===== src/rtl/alu_seq.sv =====
// alu_seq: clocked WIDTH-bit ALU with a persistent {V,N,Z,C} flag register, a start/busy/done
// handshake and bit-serial shifts/rotates. Define ALU_SEQ_MUL_EN to add the shift-add multiply (opcode 10000).
module alu_seq #(
    parameter int WIDTH = 8,
    parameter int CNT_W = $clog2(WIDTH) + 1
) (
    input  logic             clk,
    input  logic             rst,
    input  logic             start,
    input  logic [4:0]       control,
    input  logic [WIDTH-1:0] a1,
    input  logic [WIDTH-1:0] a2,
    output logic [WIDTH-1:0] o,
    output logic [3:0]       status,
    output logic             busy,
    output logic             done
);
    localparam int               SH_W    = $clog2(WIDTH);
    localparam int               MSB     = WIDTH - 1;
    localparam logic [WIDTH-1:0] W_V     = WIDTH'(WIDTH);
    localparam logic [CNT_W-1:0] W_CNT   = CNT_W'(WIDTH);
    localparam logic [CNT_W-1:0] CNT_ONE = CNT_W'(1);

    localparam logic [4:0] OP_ADD  = 5'b00000;
    localparam logic [4:0] OP_SUB  = 5'b00001;
    localparam logic [4:0] OP_OR   = 5'b00010;
    localparam logic [4:0] OP_AND  = 5'b00011;
    localparam logic [4:0] OP_XOR  = 5'b00100;
    localparam logic [4:0] OP_NOT  = 5'b00101;
    localparam logic [4:0] OP_SHL  = 5'b00110;
    localparam logic [4:0] OP_SHR  = 5'b00111;
    localparam logic [4:0] OP_SAR  = 5'b01000;
    localparam logic [4:0] OP_ROL  = 5'b01001;
    localparam logic [4:0] OP_ROR  = 5'b01010;
    localparam logic [4:0] OP_PASS = 5'b01011;
    localparam logic [4:0] OP_CLR  = 5'b01100;
    localparam logic [4:0] OP_ADC  = 5'b01110;
    localparam logic [4:0] OP_SBC  = 5'b01111;
`ifdef ALU_SEQ_MUL_EN
    localparam logic [4:0] OP_MUL  = 5'b10000;
`endif

    typedef enum logic [1:0] {
        S_IDLE = 2'd0,
        S_ITER = 2'd1,
        S_FIN  = 2'd2
    } state_e;

    function automatic logic is_shift(input logic [4:0] op);
        is_shift = (op == OP_SHL) || (op == OP_SHR) || (op == OP_SAR) ||
                   (op == OP_ROL) || (op == OP_ROR);
    endfunction

    // Linear shifts saturate at WIDTH steps; rotates wrap modulo WIDTH.
    function automatic logic [CNT_W-1:0] shift_count(input logic [4:0] op, input logic [WIDTH-1:0] amt);
        if ((op == OP_ROL) || (op == OP_ROR))
            shift_count = {1'b0, amt[SH_W-1:0]};
        else if (amt >= W_V)
            shift_count = W_CNT;
        else
            shift_count = amt[CNT_W-1:0];
    endfunction

    // Returns {bit shifted out, shifted value} for one step.
    function automatic logic [WIDTH:0] shift_step(input logic [4:0] op, input logic [WIDTH-1:0] v);
        case (op)
            OP_SHL:  shift_step = {v, 1'b0};
            OP_SHR:  shift_step = {v[0], 1'b0, v[WIDTH-1:1]};
            OP_SAR:  shift_step = {v[0], v[WIDTH-1], v[WIDTH-1:1]};
            OP_ROL:  shift_step = {v[WIDTH-1], v[WIDTH-2:0], v[WIDTH-1]};
            default: shift_step = {v[0], v[0], v[WIDTH-1:1]};
        endcase
    endfunction

    state_e           state_q, state_d;
    logic [WIDTH-1:0] o_q, o_d;
    logic [3:0]       status_q, status_d;
    logic             done_q, done_d;
    logic [4:0]       op_q, op_d;
    logic [WIDTH-1:0] a_q, a_d;
    logic [WIDTH-1:0] b_q, b_d;
    logic [CNT_W-1:0] cnt_q, cnt_d;
`ifdef ALU_SEQ_MUL_EN
    logic [WIDTH-1:0] acc_q, acc_d;
    logic [WIDTH:0]   mul_sum;
`endif

    logic [WIDTH-1:0] step_o;
    logic             step_c;
    logic [WIDTH:0]   arith;
    logic [WIDTH-1:0] res;
    logic             res_c, res_v, legal, cin;
    logic [WIDTH-1:0] fin_o;
    logic [3:0]       fin_st;

    // Single-cycle result, evaluated in FIN from the captured operands.
    always_comb begin
        arith = '0;
        res   = '0;
        res_c = status_q[0];
        res_v = 1'b0;
        legal = 1'b1;
        cin   = status_q[0] & ((op_q == OP_ADC) || (op_q == OP_SBC));
        case (op_q)
            OP_ADD, OP_ADC: begin
                arith = {1'b0, a_q} + {1'b0, b_q} + {{WIDTH{1'b0}}, cin};
                res   = arith[WIDTH-1:0];
                res_c = arith[WIDTH];
                res_v = (a_q[MSB] == b_q[MSB]) && (res[MSB] != a_q[MSB]);
            end
            OP_SUB, OP_SBC: begin
                arith = {1'b0, a_q} - {1'b0, b_q} - {{WIDTH{1'b0}}, cin};
                res   = arith[WIDTH-1:0];
                res_c = arith[WIDTH];
                res_v = (a_q[MSB] != b_q[MSB]) && (res[MSB] != a_q[MSB]);
            end
            OP_OR:   res = a_q | b_q;
            OP_AND:  res = a_q & b_q;
            OP_XOR:  res = a_q ^ b_q;
            OP_NOT:  res = ~b_q;
            OP_PASS: res = b_q;
            OP_SHL, OP_SHR, OP_SAR, OP_ROL, OP_ROR: res = a_q;
            OP_CLR:  res_c = 1'b0;
            default: legal = 1'b0;
        endcase
        fin_o  = res;
        fin_st = legal ? {res_v, res[MSB], ~|res, res_c} : status_q;
    end

    always_comb begin
        state_d  = state_q;
        o_d      = o_q;
        status_d = status_q;
        done_d   = 1'b0;
        op_d     = op_q;
        a_d      = a_q;
        b_d      = b_q;
        cnt_d    = cnt_q;
`ifdef ALU_SEQ_MUL_EN
        acc_d    = acc_q;
        mul_sum  = '0;
`endif
        step_o   = '0;
        step_c   = 1'b0;
        case (state_q)
            S_IDLE: begin
                if (start) begin
                    op_d    = control;
                    a_d     = a1;
                    b_d     = a2;
                    cnt_d   = shift_count(control, a2);
                    state_d = S_FIN;
                    if (is_shift(control) && (cnt_d != '0))
                        state_d = S_ITER;
`ifdef ALU_SEQ_MUL_EN
                    if (control == OP_MUL) begin
                        cnt_d   = W_CNT;
                        acc_d   = '0;
                        state_d = S_ITER;
                    end
`endif
                end
            end
            S_ITER: begin
                cnt_d = cnt_q - CNT_ONE;
`ifdef ALU_SEQ_MUL_EN
                if (op_q == OP_MUL) begin
                    // {acc, b} shifts right one place per step; b ends as the low product half.
                    mul_sum = {1'b0, acc_q} + (b_q[0] ? {1'b0, a_q} : {(WIDTH+1){1'b0}});
                    acc_d   = mul_sum[WIDTH:1];
                    b_d     = {mul_sum[0], b_q[WIDTH-1:1]};
                    step_o  = b_d;
                    step_c  = |acc_d;
                end else
`endif
                begin
                    {step_c, step_o} = shift_step(op_q, a_q);
                    a_d = step_o;
                end
                // The last step writes back directly, so n steps finish n edges after acceptance.
                if (cnt_q == CNT_ONE) begin
                    state_d  = S_IDLE;
                    done_d   = 1'b1;
                    o_d      = step_o;
                    status_d = {1'b0, step_o[MSB], ~|step_o, step_c};
                end
            end
            S_FIN: begin
                state_d  = S_IDLE;
                done_d   = 1'b1;
                o_d      = fin_o;
                status_d = fin_st;
            end
            default: state_d = S_IDLE;
        endcase
    end

    always_ff @(posedge clk) begin
        if (rst) begin
            state_q  <= S_IDLE;
            o_q      <= '0;
            status_q <= '0;
            done_q   <= 1'b0;
        end else begin
            state_q  <= state_d;
            o_q      <= o_d;
            status_q <= status_d;
            done_q   <= done_d;
        end
    end

    always_ff @(posedge clk) begin
        op_q  <= op_d;
        a_q   <= a_d;
        b_q   <= b_d;
        cnt_q <= cnt_d;
`ifdef ALU_SEQ_MUL_EN
        acc_q <= acc_d;
`endif
    end

    assign o      = o_q;
    assign status = status_q;
    assign done   = done_q;
    assign busy   = (state_q != S_IDLE);

endmodule


===== config.mk =====
export PLATFORM = sky130hd
export DESIGN_NAME = alu_seq
export DESIGN_NICKNAME = d
export VERILOG_FILES = /design/src/rtl/alu_seq.sv
export SDC_FILE = /design/constraint.sdc
export NUM_CORES = 1
export LEC_CHECK = 0
export CAP_MARGIN = 20
export CORE_MARGIN = 8
export CORE_UTILIZATION = 45
export CTS_CLUSTER_SIZE = 40
export DETAILED_ROUTE_END_ITERATION = 10
export GPL_ROUTABILITY_DRIVEN = 0
export GPL_TIMING_DRIVEN = 1
export PLACE_DENSITY_LB_ADDON = 0.25
export SLEW_MARGIN = 10
export SYNTH_ARGS = -nofsm -noshare
export SYNTH_HDL_FRONTEND = slang
export SYNTH_SLANG_ARGS = --single-unit

===== constraint.sdc =====
create_clock -name clk -period 6.95 [get_ports clk]
set_clock_uncertainty 0.1 [all_clocks]
set_input_delay 1.39 -clock clk [delete_from_list [all_inputs] [get_ports clk]]
set_output_delay 1.39 -clock clk [all_outputs]
set_load 0.02 [all_outputs]

==> results of run 1 <==
-- layout make-up --
class                      count  area (um^2)  share of cell area
timing repair buffer          39          385              0.0964
clock inverter                 2         38.8             0.00971
sequential                    40         1050               0.263
tap                          102          128              0.0319
multi-input combinational    307         2180               0.546
clock buffer                   6         82.6              0.0207
inverter                      34          128              0.0319
-- critical path: stages (launching register included) --
cell	delay, ps
edfxtp_1	660
and3_4	320
nand3b_1	130
fa_1	440
fa_1	410
o21ai_1	200
nand2b_1	100
xor2_1	150
a22o_1	180
a211o_1	290
nor4_1	340
nand4_1	160
a311oi_2	260
-- logic make-up after synthesis --
group           count (synthesis)  synth area share
compound gates                105             0.209
simple gates                  133             0.193
xor+xnor                       17            0.0432
flops                          40             0.305
fa+ha+maj                      39             0.150
buf+inv                        52            0.0610
mux                            13            0.0385
-- sequential cells by signal, indices dropped and copies added (netlist names) --
| name | flops |
|---|---|
| cnt_q | 4 |
| op_q | 5 |
| state_q | 2 |
| o | 8 |
| status | 4 |
| a_q | 8 |
| done | 1 |
| b_q | 8 |
-- routing by layer --
| metal | part of all wire | global-route usage | routed length, um |
|---|---|---|---|
| met1 | 0.44 | 0.235 | 4230 |
| met5 | 0 | 0 | 0 |
| met2 | 0.46 | 0.303 | 4440 |
| met3 | 0.067 | 0.0428 | 647 |
| met4 | 0.029 | 0.0790 | 274 |
-- path summary, 6_finish.rpt --
kind               endpoint  slack (ps)  cells after the start
hold reg to reg        o[6]         360                      2
hold / removal         o[6]         360                      2
setup reg to reg  status[1]        3130                     12
setup / recovery  status[1]        3130                     12
-- power groups by stage --
stage | Clock [W] | Combinational, W | Sequential (W)
final | 0.000208 | 0.000245 | 0.000298
after global routing | 0.000219 | 0.000272 | 0.000301
after CTS | 0.000210 | 0.000243 | 0.000298
after global placement | 0 | 0.000238 | 0.000302
after floorplan | 0 | 0.000170 | 0.000299
after detailed placement | 0 | 0.000242 | 0.000303
-- metrics by stage --
stage          instances  area [um^2]  hold WS, ps
2_1_floorplan        399         3440          353
3_3_place_gp         522         3870          345
3_5_place_dp         522         3870          353
4_1_cts              530         4000          365
5_1_grt              530         4000          401
6_report             530         4000          361
-- cells in the final DEF, fill, tap and decap left out, types with 3 or more instances in the layout --
master           netlist  routed
a211o_1                3       3
a211oi_1               6       6
a21o_1                 4       4
a21oi_1               23      23
a221oi_1               7       7
a22o_1                 3       3
a22oi_1                6       6
and3_1                 4       4
clkbuf_8               0       6
clkdlybuf4s50_1        0      37
dfxtp_1               15      15
edfxtp_1              25      25
fa_1                   4       4
ha_1                  35      35
inv_1                 34      34
mux2i_1               11      11
nand2_1               28      28
nand2b_1               6       6
nand3_1               10      10
nand3b_1               4       4
nand4_1                6       6
nor2_1                40      40
nor2b_1                6       6
nor3_1                12      12
nor3b_1                4       4
nor4_1                 3       3
o211ai_1               5       5
o21a_1                 5       5
o21ai_0               21      21
o21ai_1                3       3
xnor2_1                6       6
xor2_1                11      11
==> reports/results.ini, run 1 <==
[sta]
fin_crit_ps = 3820
relSlewSlack = 0.449
rsz0062_at_grt = no
tightest_slew_ps = 826
max_freq_mhz = 262
hold_violations = 0
setup_viol = 0
fin_ws_ps = 3130
fin_crit_sh = 0.549
fin_tns_setup_ps = 0
report.final.slew_viol_count = 0

[worst_setup_path]
crit_fanout = 17
cp.required_ps = 7060
timing.rr.start = op_q[2]
startpoint_type = register
startpoint = op_q[2]
cp-end-kind = register
crit_type = register to register
arrival_ps = 3930

[die]
fp.dieW_um = 103
dieArea_um2 = 10700
start_util = 0.455
num_rows = 32
fp.dieH_um = 103
boundaryPins = 38
core_area_um2 = 7570

[pwr]
intPower_w = 0.000498
powerDensity_nw_per_um2 = 188
p_sw_w = 0.000254
fin_total_pwr_w = 0.000752
p_sw_frac = 0.337
p_leak_nw = 1.58
clock_power_share = 0.277
peakVddDrop_mv = 0.101
seqPwrFrac = 0.397
combPwrFrac = 0.326

[yosys]
seq_area_frac_synth = 0.305
synth_top_area_share = 0.218
async_flop_share = 0
yosysTopAreaCell = edfxtp_1
synth_fp_nets = 462
syn_area_per_cell_um2 = 8.63
ys.flop_type = edfxtp_1
yosys.cell_count.top_type = nor2_1
syn_inst = 399
synthesis.area_um2 = 3440
synth_area_leaders = edfxtp_1 (22%), ha_1 (13%), dfxtp_1 (8.7%)
ys_warn_count = 0
synth-edff-count = 25
synth-seq-cells = 40
synth_common_cells = nor2_1 (40), ha_1 (35), inv_1 (34)
synth_cell_types = 56

[route]
ant_nets = 0
routedWlPerCell_um = 18.1
drt_iter0_markers = 328
vias_per_cell = 5.99
route.vias.total = 3173
routed_wirelength_um = 9590
drcViolationCount = 0
first_pass_iters = 5

[clock_tree]
clk_latency_ps = 300
postCtsSetupBuffers = 0
htreeDepth = 2
cts_tree = done
postCtsHoldBufs = 0
cts_resized = 0
numCtsBuffers = 5
cts-root-buf = clkbuf_8
clock-sinks = 40
path_clk_slew_ps = 90
clockBufferDepth = 2

[global_routing]
grt-ovfl-total = 0
grt_start_max_net_pins = 25
gr-usage-all-layers = 0.188
antenna_found_initial = 0
grt_pass1_wl_um = 15600
grt_pass1_vias = 3128

[placement]
hpwl_um = 7430
port_buffers = 37
pre_cts_ws_ps = 3180

[cells_and_area]
final_core_util = 0.528
num_antenna_cells = 0
nets = 490
fill_cells = 699
layout-drive-gt1-share = 0.0397
area_growth_pct = 16.0

[hold_path]
hold_class = register to register
hp-start = o[6]

[status]
status = completed

[flow_run]
drv_cap = 0

(Power assumes the default switching activity.)
==> inputs of run 2 (changes only) <==
==> constraint.sdc (replaced) <==
create_clock -name clk -period 3.3 [get_ports clk]
set_clock_uncertainty 0.1 [all_clocks]
set_input_delay 0.66 -clock clk [delete_from_list [all_inputs] [get_ports clk]]
set_output_delay 0.66 -clock clk [all_outputs]
set_load 0.02 [all_outputs]
==> reports/results.ini, run 2 (synthesis gave the netlist of run 1 again) <==
[die]
fp.dieW_um = 103  ; unchanged
core_area_um2 = 7570  ; unchanged
boundaryPins = 38  ; unchanged
num_rows = 32  ; unchanged
fp.dieH_um = 103  ; unchanged
start_util = 0.455  ; unchanged
dieArea_um2 = 10700  ; unchanged

[pwr]
p_leak_nw = 1.70  ; +7.3%
p_sw_frac = 0.339  ; +0.00125
clock_power_share = 0.254  ; -0.023
intPower_w = 0.00106  ; +110%
seqPwrFrac = 0.379  ; -0.018
peakVddDrop_mv = 0.229  ; +130%
powerDensity_nw_per_um2 = 383  ; +100%
combPwrFrac = 0.367  ; +0.041
p_sw_w = 0.000544  ; +110%

[worst_setup_path]
r2r_cells = 12  ; unchanged
regToRegSetupSlack_ps = 20  ; -3110 ps
startpoint_type = register
arrival_ps = 3390  ; -540 ps
cp.required_ps = 3410  ; -3650 ps
r2r_end = status[1]
crit_fanout = 2  ; -15
cp-end-kind = register
timing.rr.start = op_q[1]
crit_type = register to register

[clock_tree]
postCtsHoldBufs = 0  ; unchanged
htreeDepth = 2  ; unchanged
clockBufferDepth = 2  ; unchanged
numCtsBuffers = 5  ; unchanged
path_clk_slew_ps = 90  ; about the same
clock-sinks = 40  ; unchanged
cts_tree = done
cts-root-buf = clkbuf_8
clk_latency_ps = 290  ; about the same

[route]
ant_nets = 0  ; unchanged
route.vias.total = 3183  ; +0.32%
routed_wirelength_um = 9590  ; about the same
wl_met1_um = 4190  ; -0.97%
route.met3.wl_um = 581  ; -10%
top_layer_used = met4
wl_met2_um = 4560  ; +2.8%
drt_iter0_markers = 250  ; -24%
vias_per_cell = 5.75  ; -4.0%
first_pass_iters = 5  ; unchanged
drcViolationCount = 0  ; unchanged
routedWlPerCell_um = 17.3  ; -4.3%

[hold_path]
hold_path_end = o[6]
min_path_cells = 2  ; unchanged
hp-start = o[6]
hold_class = register to register

[cells_and_area]
stdcell_count = 554  ; +4.5%
layout-drive-gt1-share = 0.104  ; +0.0643
nets = 514  ; +4.9%
num_antenna_cells = 0  ; unchanged
layout_common_cells = nor2_1 (40), clkdlybuf4s50_1 (37), inv_1 (34), ha_1 (34), nand2_1 (28)
area_growth_pct = 21.9
fin_area_um2 = 4200  ; +5.1%
fill_cells = 686  ; -1.9%
final_common_cell = nor2_1

[sta]
fin_ws_ps = 19.6  ; -3110 ps
rsz0062_at_grt = yes
report.final.slew_viol_count = 0  ; unchanged
fin_crit_ps = 3280  ; -536 ps
fin_tns_setup_ps = 0  ; unchanged
max_freq_mhz = 305  ; +16%
setup_viol = 0  ; unchanged
relSlewSlack = 0.519  ; +0.0695
hold_violations = 0  ; unchanged
fin_crit_sh = 0.994  ; +0.445
tightest_slew_ps = 716  ; -110 ps

[global_routing]
gr-usage-all-layers = 0.189  ; +0.000906
grt_start_max_net_pins = 19  ; -24%
antenna_found_initial = 0  ; unchanged
grt_pass1_wl_um = 15700  ; +0.40%
grt-ovfl-total = 0  ; unchanged
grt_pass1_vias = 3260  ; +4.2%

[status]
status = completed

[placement]
pre_cts_ws_ps = -44.4  ; -3230 ps
port_buffers = 37  ; unchanged
postPlaceCellArea_um2 = 4050  ; +4.5%
dp.cells = 545  ; +4.4%
hpwl_um = 7630  ; +2.7%

[flow_run]
drv_cap = 0  ; unchanged

-- run 2: worst max-delay path by stage --
stage	start	to	slack, ps	cells past startpoint
floorplan	op_q[3]	status[2]	40	15
global placement	op_q[1]	status[2]	60	14
detailed placement	op_q[1]	status[2]	-40	14
CTS	op_q[1]	status[2]	20	14
global route	op_q[1]	status[2]	-150	14
finish	op_q[1]	status[1]	20	12
-- run 2: routing by layer --
layer,track usage,vias up
li1,-,1545
met1,0.233,1506
met2,0.323,109
met3,0.0301,23
met4,0.0667,0
met5,0,-
-- run 2: layout make-up --
type                    count  area (um^2)  share of cell area
flip-flops and latches     40         1050               0.250
clock buffers               5         68.8              0.0164
inverters                  34          128              0.0304
clock inverters             3         42.5              0.0101
well taps                 102          128              0.0304
multi-input cells         307         2220               0.528
repair buffers             63          566               0.135
-- run 2: timing repair --
item	4_1_cts	5_1_grt
buffers inserted	0	1
resized for setup	2	6
endpoints found under the hold margin	0	0
endpoints found under the setup margin	3	3
pin swaps	2	3
-- run 2: worst max-delay path: stages, from the launching register on --
cell and delay (ps):
edfxtp_1 360, and3_4 190, nand3b_1 110, fa_1 440, fa_1 410, o21ai_1 200
nand2b_1 100, xor2_1 150, a22o_1 180, a211o_1 290, nor4_2 280, nand4_1 160
a311oi_2 250
-- run 2: metrics by stage --
step                power [W]  hold slack (ps)  utilization
global placement      0.00117              343        0.535
CTS                   0.00159              366        0.551
floorplan            0.000987              353            -
detailed placement    0.00118              353        0.535
finish                0.00161              369        0.555
global route          0.00171              397        0.555
-- run 2: power by group through the flow --
stage	Clock [W]	Sequential, W	Combinational (W)
2_1_floorplan	0	0.000629	0.000358
3_3_place_gp	0	0.000618	0.000554
3_5_place_dp	0	0.000621	0.000563
4_1_cts	0.000414	0.000609	0.000571
5_1_grt	0.000441	0.000615	0.000652
6_report	0.000408	0.000609	0.000591
==> inputs of run 3 (changes only) <==
--- a/config.mk
+++ b/config.mk
@@ -12,7 +12,9 @@
 export DETAILED_ROUTE_END_ITERATION = 10
 export GPL_ROUTABILITY_DRIVEN = 0
 export GPL_TIMING_DRIVEN = 1
+export HOLD_SLACK_MARGIN = 0.1
 export PLACE_DENSITY_LB_ADDON = 0.25
+export REMOVE_ABC_BUFFERS = 1
 export SLEW_MARGIN = 10
 export SYNTH_ARGS = -nofsm -noshare
 export SYNTH_HDL_FRONTEND = slang
==> reports/results.ini, run 3 (synthesis gave the netlist of run 1 again) <==
[sta]
setup_viol = 2  ; +2
max_freq_mhz = 301  ; -1.4%
hold_violations = 0  ; unchanged
tightest_slew_ps = 853  ; +137 ps
fin_ws_ps = -26.4  ; -46.0 ps
fin_crit_sh = 1.01  ; +0.0139
report.final.slew_viol_count = 0  ; unchanged
fin_crit_ps = 3330  ; +46.0 ps
rsz0062_at_grt = yes
relSlewSlack = 0.427  ; -0.0918

[worst_setup_path]
cpMaxStageDelayCell = fa_1
critPathBufInv = 2  ; +2
path_cells = and3_4 -> nand3b_1 -> inv_2 -> fa_1 -> inv_1 -> ha_2 -> o21ai_2 -> a22oi_2 -> a21o_1 -> or3b_1 -> o21ai_2 -> a221oi_2 -> a2111o_1 -> o21ai_1
crit_top_cell = o21ai_2
cp.required_ps = 3430  ; +20 ps
cp-end-kind = register
crit_type = register to register
timing.rr.start = op_q[1]
critPathMaxStageDelay_ps = 560  ; +120 ps
startpoint_type = register
arrival_ps = 3460  ; +70 ps
path_delay_family = compound AO/OA/AOI/OAI gates
cp_num_cells = 14  ; +2
r2r_end = status[2]
crit_fanout = 3  ; +1
r2r_cells = 14  ; +2
regToRegSetupSlack_ps = -30  ; -50 ps

[clock_tree]
clock-sinks = 40  ; unchanged
clockBufferDepth = 2  ; unchanged
htreeDepth = 2  ; unchanged
path_clk_slew_ps = 80  ; about the same
postCtsHoldBufs = 0  ; unchanged
numCtsBuffers = 5  ; unchanged
clk_latency_ps = 300  ; about the same
cts_tree = done
cts-root-buf = clkbuf_8

[route]
route.vias.total = 3271  ; +2.8%
drt_iter0_markers = 292  ; +17%
ant_nets = 0  ; unchanged
first_pass_iters = 6  ; +1
routed_wirelength_um = 9690  ; +1.1%
routedWlPerCell_um = 17.4  ; +0.52%
vias_per_cell = 5.87  ; +2.2%
drcViolationCount = 0  ; unchanged

[cells_and_area]
num_antenna_cells = 0  ; unchanged
fill_cells = 688  ; +0.29%
stdcell_count = 557  ; +0.54%
layout_common_cells = nor2_1 (40), clkdlybuf4s50_1 (37), ha_1 (34), inv_1 (33), buf_4 (29)
fin_area_um2 = 4250  ; +1.1%
area_growth_pct = 23.3
nets = 517  ; +0.58%
layout-drive-gt1-share = 0.123  ; +0.0191
final_common_cell = nor2_1

[pwr]
fin_total_pwr_w = 0.00165  ; +2.5%
peakVddDrop_mv = 0.203  ; -12%
powerDensity_nw_per_um2 = 388  ; +1.4%
p_leak_nw = 1.72  ; +1.2%

[placement]
port_buffers = 37  ; unchanged
postPlaceCellArea_um2 = 4060  ; +0.37%
pre_cts_ws_ps = -43.1  ; +1.32 ps
hpwl_um = 7640  ; +0.15%
dp.cells = 547  ; +0.37%

[die]
core_area_um2 = 7570  ; unchanged
num_rows = 32  ; unchanged
boundaryPins = 38  ; unchanged
fp.dieH_um = 103  ; unchanged
start_util = 0.455  ; unchanged
dieArea_um2 = 10700  ; unchanged
fp.dieW_um = 103  ; unchanged

[status]
violations = setup timing
status = finished with violations

[flow_run]
drv_cap = 0  ; unchanged

[global_routing]
grt-ovfl-total = 0  ; unchanged
grt_start_max_net_pins = 19  ; unchanged
gr-usage-all-layers = 0.189  ; about the same
antenna_found_initial = 0  ; unchanged
grt_pass1_wl_um = 15600  ; -0.26%
grt_pass1_vias = 3230  ; -0.92%

[hold_path]
hp-start = o[6]
min_path_cells = 2  ; unchanged
hold_path_end = o[6]
hold_class = register to register

-- run 3: how the worst max path moves through the flow --
stage | from | endpoint | slack (ps)
finish | op_q[1] | status[2] | -30
CTS | op_q[1] | status[1] | 20
detailed placement | op_q[1] | status[2] | -40
global route | op_q[1] | o[7] | -180
global placement | op_q[1] | status[2] | 60
floorplan | op_q[2] | status[2] | -40
-- run 3: cell type report --
cell class	instances	area, um^2	share of cell area
multi-input combinational	307	2230	0.525
sequential	40	1050	0.247
timing repair buffer	66	588	0.138
inverter	34	128	0.0301
tap	102	128	0.0301
clock buffer	6	82.6	0.0194
clock inverter	2	38.8	0.00913
-- run 3: tightest hold or removal path, stage by stage, from the launching register on --
cell	delay [ps]
dfxtp_1	320
nand2_1	50
a21oi_1	50
-- run 3: repair_timing --
action                                  4_1_cts  5_1_grt
pin swaps                                     1        9
endpoints found under the setup margin        3        5
resized for setup                             2       12
gates cloned                                  0        0
endpoints found under the hold margin         0        0
buffers inserted                              0        2
-- run 3: per-stage QoR --
step,TNS (ps),utilization,hold slack (ps)
floorplan,-77.7,-,347
global placement,0,0.537,342
detailed placement,-65.9,0.537,361
CTS,0,0.554,372
global route,-429,0.561,387
finish,-45.4,0.561,368
-- run 3: where the power goes --
group          internal, W  total [W]  switching [W]
clock             0.000247   0.000431       0.000184
sequential        0.000575   0.000610      0.0000349
combinational     0.000273   0.000608       0.000335
-- run 3: layer usage --
metal,part of all wire,GRT usage,vias to the layer above
met5,0,0,-
met4,0.029,0.0756,0
met3,0.069,0.0382,25
met2,0.46,0.311,128
met1,0.44,0.235,1561
li1,-,-,1557
